<file path="config.mk">
export PLATFORM = sky130hd
export DESIGN_NAME = pot_scan_ctrl_flat
export DESIGN_NICKNAME = d
export VERILOG_FILES = /design/src/rtl/pot_scan_ctrl_pkg.sv /design/src/rtl/pot_scan_ctrl_if.sv /design/src/rtl/pot_scan_ctrl_smooth.sv /design/src/rtl/pot_scan_ctrl.sv /design/src/flat_wrapper.sv
export SDC_FILE = /design/constraint.sdc
export NUM_CORES = 1
export LEC_CHECK = 0
export ABC_CLOCK_PERIOD_IN_PS = 1950
export CAP_MARGIN = 20
export CORE_MARGIN = 2
export CORE_UTILIZATION = 40
export DETAILED_ROUTE_END_ITERATION = 8
export PLACE_DENSITY = 0.65
export SLEW_MARGIN = 40
export SYNTH_ARGS = -nofsm -noshare
export SYNTH_HDL_FRONTEND = slang
export SYNTH_HIERARCHICAL = 1
export SYNTH_SLANG_ARGS = --single-unit
</file>
<file path="constraint.sdc">
create_clock -name clk -period 1.95 [get_ports clk]
set_clock_uncertainty 0.05 [all_clocks]
set_input_delay 0.585 -clock clk [delete_from_list [all_inputs] [get_ports clk]]
set_output_delay 0.585 -clock clk [all_outputs]
set_load 0.01 [all_outputs]
</file>
<file path="src/rtl/pot_scan_ctrl_pkg.sv">
// Shared types and constants for the slide-pot scan controller.
// Contents: slot enum, FSM state enum, slot-to-A2D-channel table,
// default timing parameters and slot/channel helper functions.
package pot_scan_pkg;

  localparam int unsigned RES_W       = 12;
  localparam int unsigned CHNL_W      = 3;
  localparam int unsigned NUM_SLOTS   = 6;
  localparam int unsigned DEF_GAP_CYC = 8;
  localparam int unsigned DEF_TO_CYC  = 4096;

  typedef enum logic [2:0] {
    SLOT_LP  = 3'd0,
    SLOT_B1  = 3'd1,
    SLOT_B2  = 3'd2,
    SLOT_B3  = 3'd3,
    SLOT_HP  = 3'd4,
    SLOT_VOL = 3'd5
  } slot_e;

  typedef enum logic [1:0] {
    ST_GAP   = 2'd0,
    ST_START = 2'd1,
    ST_WAIT  = 2'd2
  } state_e;

  // A2D channel wired to each pot, in scan order LP, B1, B2, B3, HP, VOL
  localparam logic [CHNL_W-1:0] SLOT_CHNL [NUM_SLOTS] =
    '{3'd1, 3'd0, 3'd4, 3'd2, 3'd3, 3'd7};

  // Channel lookup with a safe fallback for the two unused slot codes
  function automatic logic [CHNL_W-1:0] slot_chnl(input slot_e s);
    logic [CHNL_W-1:0] c;
    c = SLOT_CHNL[0];
    for (int i = 0; i < int'(NUM_SLOTS); i++) begin
      if (int'(s) == i) c = SLOT_CHNL[i];
    end
    return c;
  endfunction

  // Round-robin successor: VOL wraps back to LP
  function automatic slot_e next_slot(input slot_e s);
    return (s == SLOT_VOL) ? SLOT_LP : slot_e'(s + 3'd1);
  endfunction

endpackage

</file>
<file path="src/rtl/pot_scan_ctrl_if.sv">
// A2D converter handshake between the scan controller and the A2D master.
//   strt_cnv  : one-cycle conversion request (controller -> A2D)
//   chnl      : channel select, held until cnv_cmplt (controller -> A2D)
//   cnv_cmplt : one-cycle completion pulse, res valid same cycle (A2D -> controller)
//   res       : conversion result (A2D -> controller)
// master = scan controller side, slave = A2D side.
interface pot_scan_ctrl_if;
  import pot_scan_pkg::*;

  logic              strt_cnv;
  logic [CHNL_W-1:0] chnl;
  logic              cnv_cmplt;
  logic [RES_W-1:0]  res;

  modport master (output strt_cnv, output chnl, input cnv_cmplt, input res);
  modport slave  (input strt_cnv, input chnl, output cnv_cmplt, output res);
endinterface

</file>
<file path="src/rtl/pot_scan_ctrl_smooth.sv">
// pot_smooth: one latched pot word.
// Ports: clk, rst_n (async active-low), ld (load strobe), res (new sample),
//        val (registered pot word).
// Build option POT_FILT_EN: first load after reset takes res directly, later
// loads apply new = old + ((res - old) >>> 2), clamped to [0, 2^RES_W-1].
module pot_smooth
  import pot_scan_pkg::*;
(
  input  logic             clk,
  input  logic             rst_n,
  input  logic             ld,
  input  logic [RES_W-1:0] res,
  output logic [RES_W-1:0] val
);

  logic [RES_W-1:0] val_q, val_d;

`ifdef POT_FILT_EN
  localparam int unsigned EXT_W = RES_W + 1;

  logic                    seeded_q, seeded_d;
  logic signed [EXT_W-1:0] diff_c, step_c, sum_c;
  logic [RES_W-1:0]        filt_c;

  // Smoother step in RES_W+1 signed arithmetic; floor shift keeps sum between old and res
  always_comb begin
    diff_c = $signed({1'b0, res}) - $signed({1'b0, val_q});
    step_c = diff_c >>> 2;
    sum_c  = $signed({1'b0, val_q}) + step_c;
    // Any non-negative EXT_W-bit value already fits in RES_W bits, so only the low side clamps
    if (sum_c[EXT_W-1]) filt_c = '0;
    else                filt_c = sum_c[RES_W-1:0];
  end

  // Next value: unseeded slot loads raw, seeded slot loads filtered
  always_comb begin
    val_d    = val_q;
    seeded_d = seeded_q;
    if (ld) begin
      val_d    = seeded_q ? filt_c : res;
      seeded_d = 1'b1;
    end
  end

  always_ff @(posedge clk or negedge rst_n) begin
    if (!rst_n) begin
      val_q    <= '0;
      seeded_q <= 1'b0;
    end else begin
      val_q    <= val_d;
      seeded_q <= seeded_d;
    end
  end
`else
  // Plain latch of the conversion result
  always_comb begin
    val_d = val_q;
    if (ld) val_d = res;
  end

  always_ff @(posedge clk or negedge rst_n) begin
    if (!rst_n) val_q <= '0;
    else        val_q <= val_d;
  end
`endif

  assign val = val_q;

endmodule

</file>
<file path="src/rtl/pot_scan_ctrl.sv">
// pot_scan_ctrl: round-robin sequencer for the slide-pot A2D converter.
// Ports: clk, rst_n (async active-low); a2d (pot_scan_ctrl_if.master:
//        strt_cnv, chnl out / cnv_cmplt, res in); POT_LP..POT_VOL latched
//        pot words; scan_done (pulse on VOL latch); pots_valid (sticky after
//        first full scan); to_err (pulse on conversion timeout).
// Build option POT_FILT_EN enables the per-pot smoother in pot_smooth.
module pot_scan_ctrl
  import pot_scan_pkg::*;
#(
  parameter int unsigned GAP_CYC = DEF_GAP_CYC,
  parameter int unsigned TO_CYC  = DEF_TO_CYC
)(
  input  logic             clk,
  input  logic             rst_n,
  pot_scan_ctrl_if.master  a2d,
  output logic [RES_W-1:0] POT_LP,
  output logic [RES_W-1:0] POT_B1,
  output logic [RES_W-1:0] POT_B2,
  output logic [RES_W-1:0] POT_B3,
  output logic [RES_W-1:0] POT_HP,
  output logic [RES_W-1:0] POT_VOL,
  output logic             scan_done,
  output logic             pots_valid,
  output logic             to_err
);

  localparam int unsigned GAP_W = $clog2(GAP_CYC + 1);
  localparam int unsigned TO_W  = $clog2(TO_CYC);

  state_e            state_q, state_d;
  logic [GAP_W-1:0]  gap_cnt_q, gap_cnt_d;
  logic [TO_W-1:0]   to_cnt_q, to_cnt_d;
  slot_e             slot_q, slot_d;
  logic [CHNL_W-1:0] chnl_q, chnl_d;
  logic              strt_cnv_q, strt_cnv_d;
  logic              scan_done_q, scan_done_d;
  logic              pots_valid_q, pots_valid_d;
  logic              to_err_q, to_err_d;
  logic              cmplt_c;
  logic [NUM_SLOTS-1:0] ld_c;
  logic [RES_W-1:0]  pot_val [NUM_SLOTS];

  // Completion is only honoured while a conversion is outstanding
  assign cmplt_c = (state_q == ST_WAIT) && a2d.cnv_cmplt;

  // Next-state and registered-output logic
  always_comb begin
    state_d      = state_q;
    gap_cnt_d    = gap_cnt_q;
    to_cnt_d     = to_cnt_q;
    slot_d       = slot_q;
    chnl_d       = chnl_q;
    strt_cnv_d   = 1'b0;
    scan_done_d  = 1'b0;
    pots_valid_d = pots_valid_q;
    to_err_d     = 1'b0;

    case (state_q)
      ST_GAP: begin
        if (gap_cnt_q == GAP_W'(GAP_CYC - 1)) begin
          state_d    = ST_START;
          gap_cnt_d  = '0;
          strt_cnv_d = 1'b1;
          chnl_d     = slot_chnl(slot_q);
        end else begin
          gap_cnt_d = gap_cnt_q + GAP_W'(1);
        end
      end
      ST_START: begin
        state_d  = ST_WAIT;
        to_cnt_d = '0;
      end
      ST_WAIT: begin
        if (cmplt_c) begin
          // Completion beats a coincident timeout
          state_d   = ST_GAP;
          gap_cnt_d = '0;
          slot_d    = next_slot(slot_q);
          if (slot_q == SLOT_VOL) begin
            scan_done_d  = 1'b1;
            pots_valid_d = 1'b1;
          end
        end else if (to_cnt_q == TO_W'(TO_CYC - 2)) begin
          // Counter reaching TO_CYC-1 on this edge lands to_err TO_CYC clocks after strt_cnv;
          // slot is held so the same channel is retried
          state_d   = ST_GAP;
          gap_cnt_d = '0;
          to_err_d  = 1'b1;
        end else begin
          to_cnt_d = to_cnt_q + TO_W'(1);
        end
      end
      default: begin
        state_d   = ST_GAP;
        gap_cnt_d = '0;
      end
    endcase
  end

  // One-hot load strobe for the slot being completed
  always_comb begin
    ld_c = '0;
    for (int i = 0; i < int'(NUM_SLOTS); i++) begin
      ld_c[i] = cmplt_c && (int'(slot_q) == i);
    end
  end

  always_ff @(posedge clk or negedge rst_n) begin
    if (!rst_n) begin
      state_q      <= ST_GAP;
      gap_cnt_q    <= '0;
      to_cnt_q     <= '0;
      slot_q       <= SLOT_LP;
      chnl_q       <= slot_chnl(SLOT_LP);
      strt_cnv_q   <= 1'b0;
      scan_done_q  <= 1'b0;
      pots_valid_q <= 1'b0;
      to_err_q     <= 1'b0;
    end else begin
      state_q      <= state_d;
      gap_cnt_q    <= gap_cnt_d;
      to_cnt_q     <= to_cnt_d;
      slot_q       <= slot_d;
      chnl_q       <= chnl_d;
      strt_cnv_q   <= strt_cnv_d;
      scan_done_q  <= scan_done_d;
      pots_valid_q <= pots_valid_d;
      to_err_q     <= to_err_d;
    end
  end

  // One holding register per pot
  for (genvar g = 0; g < int'(NUM_SLOTS); g++) begin : g_pot
    pot_smooth u_pot (
      .clk   (clk),
      .rst_n (rst_n),
      .ld    (ld_c[g]),
      .res   (a2d.res),
      .val   (pot_val[g])
    );
  end

  assign a2d.strt_cnv = strt_cnv_q;
  assign a2d.chnl     = chnl_q;
  assign POT_LP       = pot_val[0];
  assign POT_B1       = pot_val[1];
  assign POT_B2       = pot_val[2];
  assign POT_B3       = pot_val[3];
  assign POT_HP       = pot_val[4];
  assign POT_VOL      = pot_val[5];
  assign scan_done    = scan_done_q;
  assign pots_valid   = pots_valid_q;
  assign to_err       = to_err_q;

endmodule

</file>
<file path="src/flat_wrapper.sv">
// flat-port wrapper written by rule: the top's interface ports become plain ports
module pot_scan_ctrl_flat import pot_scan_pkg::*;
#(
  parameter int unsigned GAP_CYC = DEF_GAP_CYC,
  parameter int unsigned TO_CYC  = DEF_TO_CYC
)
  (clk, rst_n, POT_LP, POT_B1, POT_B2, POT_B3, POT_HP, POT_VOL, scan_done, pots_valid, to_err, a2d_strt_cnv, a2d_chnl, a2d_cnv_cmplt, a2d_res);
  pot_scan_ctrl_if a2d_i ();
  input  logic clk;
  input  logic rst_n;
  output logic [RES_W-1:0] POT_LP;
  output logic [RES_W-1:0] POT_B1;
  output logic [RES_W-1:0] POT_B2;
  output logic [RES_W-1:0] POT_B3;
  output logic [RES_W-1:0] POT_HP;
  output logic [RES_W-1:0] POT_VOL;
  output logic scan_done;
  output logic pots_valid;
  output logic to_err;
  output wire logic [$bits(a2d_i.strt_cnv)-1:0] a2d_strt_cnv;
  output wire logic [$bits(a2d_i.chnl)-1:0] a2d_chnl;
  input wire logic [$bits(a2d_i.cnv_cmplt)-1:0] a2d_cnv_cmplt;
  input wire logic [$bits(a2d_i.res)-1:0] a2d_res;
  assign a2d_strt_cnv = a2d_i.strt_cnv;
  assign a2d_chnl = a2d_i.chnl;
  assign a2d_i.cnv_cmplt = a2d_cnv_cmplt;
  assign a2d_i.res = a2d_res;
  pot_scan_ctrl #(.GAP_CYC(GAP_CYC), .TO_CYC(TO_CYC)) u_core (.clk(clk), .rst_n(rst_n), .a2d(a2d_i), .POT_LP(POT_LP), .POT_B1(POT_B1), .POT_B2(POT_B2), .POT_B3(POT_B3), .POT_HP(POT_HP), .POT_VOL(POT_VOL), .scan_done(scan_done), .pots_valid(pots_valid), .to_err(to_err));
endmodule
</file>
==> out/qor.txt <==
run status: completed
post-CTS repair timing setup buffer count: 0
GRT Resource Usage Total: 17.2%
final-stage net count: 438
fraction of final layout cells with drive strength greater than 1: 30.9%
total clock sinks: 100
Detailed Place HPWL: 6870 µm
P&R area growth vs syn: 38.0%
CTS Hold Bufs: 0
Synth cell types: 41
detail-routed net length per standard cell: 17.0 µm
number of global-route vias before repair: 2890
Top Family by Delay on Critical Path: buffers and inverters
CP startpoint kind: flop
maximum ir drop on the vdd rail: 693 µV
f_max: 525 MHz
routability congestion estimate from global placement: 0.863
Post-synth EDFFs: 0
diode count: 0
register clock-pin slew on the reported worst setup and hold paths: 0.10 ns
vertical die dimension: 108 µm
Die Outline Area: 11700 µm²
clock period minus worst slack: 1.91 ns
count of pins on the block boundary: 94
final setup violation count: 0
total congestion overflow: 0
element type at the critical path end: primary output
critical path arrival: 1.27 ns
leading register cell type out of synthesis: dfrtp_1
cell types with the largest area share after synthesis: dfrtp_1 57%, mux2_4 21%, mux2_2 3.1%
number of antenna violations at the first check in global routing: 0
number of storage elements in the synthesis netlist: 100
source-to-sink clock delay at the later pin of the worst-skew pair: 0.35 ns
Initial Utilization: 40.6%
number of gates on the worst path with buffers counted: 1
Pwr per Cell Area: 1330 nW/µm²
Site Rows: 38
Horiz. Die Dim: 108 µm
max-cap violations: 0
Synth area leader: dfrtp_1
register area share after synthesis: 57.7%
worst min-delay path class: primary input to async pin
transition time at the pin with the least slew margin: 0.512 ns
share of the synthesized area in the top cell type: 57.1%
Routed Antenna Nets: 0
Ys Warns: 6
count of cells along the worst register-to-register path: 6
leak pwr: 0.00327 µW
final worst path period share: 97.7%
worst setup slack for register-to-register paths: 0.15 ns
H-tree levels: 3
First-pass DRT Iterations: 4
pin count of the biggest net entering global routing: 42
clock root buffer master: clkbuf_8
Async SR Flop Fraction: 100%
Largest stage delay, worst path: 0.54 ns
final core area utilization: 56.0%
Placed Area: 5700 µm²
number of buffers and inverters on the critical path: 1
count of final hold-check violations: 0
Syn Area/Cell: 14.5 µm²
via total after detailed routing: 2826
synthesized cell area: 4340 µm²
max-slew violation count: 0
TritonCTS clock tree: yes
finished layout cell area: 5990 µm²
first-pass GRT wire length: 15500 µm
most frequent cells after synthesis: 99 x dfrtp_1, 60 x mux2_4, 14 x nand2_1
Final Routed Wirelength: 9590 µm
Worst path slowest cell: clkdlybuf4s50_1
worst endpoint required time: 1.31 ns
mean number of vias per cell: 5.01
cell breakdown of the critical path: clkdlybuf4s50_1
top-count cell post-synth: dfrtp_1
maximum number of buffers from clock root to sink: 2
CTS Buf Count: 9
category of the most critical setup path: flop to primary output
count of mapped cells out of synthesis: 300
number of violations reported at the end of detailed-routing iteration 0: 128
Slew headroom: 65.4%
largest fanout on the critical path: 2
core region area: 10700 µm²
port bufs: 93
# DRC: 0
net count after synthesis: 319
-- cells by family after synthesis --
family | share of synthesized area (%)
multiplexers | 25.0
adder cells (fa/ha/maj) | 1.15
buffers and inverters | 2.74
flip-flops | 57.7
XOR/XNOR | 0.404
AND/OR/NAND/NOR | 9.22
AO/OA/AOI/OAI | 3.80
-- registers in the layout, indices dropped and copies added, names as in the netlist, 2 cells and up --
signal and flops:
u_core/a2d.chnl 3, u_core/to_cnt_q 12, u_core/state_q 2, u_core/g_pot.u_pot/val 72, u_core/gap_cnt_q 4, u_core/slot_q 3
-- metrics by stage --
step | power (µW) | setup TNS [ns] | instances | hold slack [ns] | setup slack, ns
after global routing | 8530 | -0.00911 | 564 | 0.0165 | -0.00911
after global placement | 6880 | -27.00 | 548 | 0.405 | -0.428
after detailed placement | 6970 | -28.34 | 548 | 0.418 | -0.427
after floorplan | 5110 | 0 | 300 | 0.239 | 0.103
final | 7990 | 0 | 564 | 0.0241 | 0.0444
after CTS | 8170 | 0 | 564 | 0.0224 | 0.00297
-- worst reg2reg max path: stages (launching register included) --
cell and delay [ns]:
dfrtp_1 0.40, inv_1 0.10, ha_1 0.17, and3_1 0.18, and4_4 0.33, o21ai_1 0.15, a211o_1 0.32
-- path summary, 6_finish.rpt --
check                                             start                           end
min                                               rst_n  u_core/g_pot[5].u_pot/val[6]
min in group clk                     u_core/a2d.chnl[2]            u_core/a2d.chnl[2]
max in group asynchronous                         rst_n              u_core/slot_q[1]
max reg2reg                          u_core/to_cnt_q[0]           u_core/gap_cnt_q[3]
min reg2reg                          u_core/a2d.chnl[2]            u_core/a2d.chnl[2]
max                        u_core/g_pot[0].u_pot/val[7]                     POT_LP[7]
-- timing repair --
action | CTS | global route
pin swaps | 1 | 0
resized for setup | 7 | 44
setup endpoints to repair | 22 | 51
-- power by group --
part / internal [µW] / switching [µW] / total, µW
combinational: 2080 / 1300 / 3380
sequential: 2870 / 548 / 3420
clock: 503 / 700 / 1200
-- metal layers --
metal | global-route usage, % | share of wire (%)
met1 | 25.0 | 48
met2 | 26.4 | 46
met3 | 3.80 | 5.0
met4 | 4.21 | 0.57
met5 | 0 | 0
-- area by class of cell --
class / count / area (µm²)
Sequential cell: 100 / 2500
Inverter: 5 / 18.8
Multi-Input combinational cell: 181 / 1780
Clock buffer: 11 / 141
Tap cell: 140 / 175
Clock inverter: 5 / 35.0
Timing Repair Buffer: 122 / 1330
Fill cell: 891 / 4710
-- layout by cell type (no fill, tap or decap), types with 2 or more instances in the layout --
cell type,Yosys,routed
a21oi_1,6,6
dlymetal6s2s_1,0,42
nand2_1,14,13
and4_4,1,2
nand2b_1,3,2
nor4_4,0,2
nor2_1,10,9
dfrtp_1,99,99
dlygate4sd2_1,0,4
nand3_1,11,11
mux2_2,12,12
o21ai_0,5,5
buf_12,0,7
clkdlybuf4s50_1,0,46
and3_1,4,4
a21o_1,2,2
mux2i_1,5,5
nor2b_1,3,2
xnor2_1,2,2
inv_1,5,5
mux2_4,60,60
buf_4,0,23
o311ai_0,3,3
nor4_1,10,7
nor3_1,6,4
ha_1,4,4
clkinv_2,0,2
or4_1,2,2
nand4_1,3,3
clkbuf_8,0,10
Note: power is estimated with default switching activity, not from simulation.
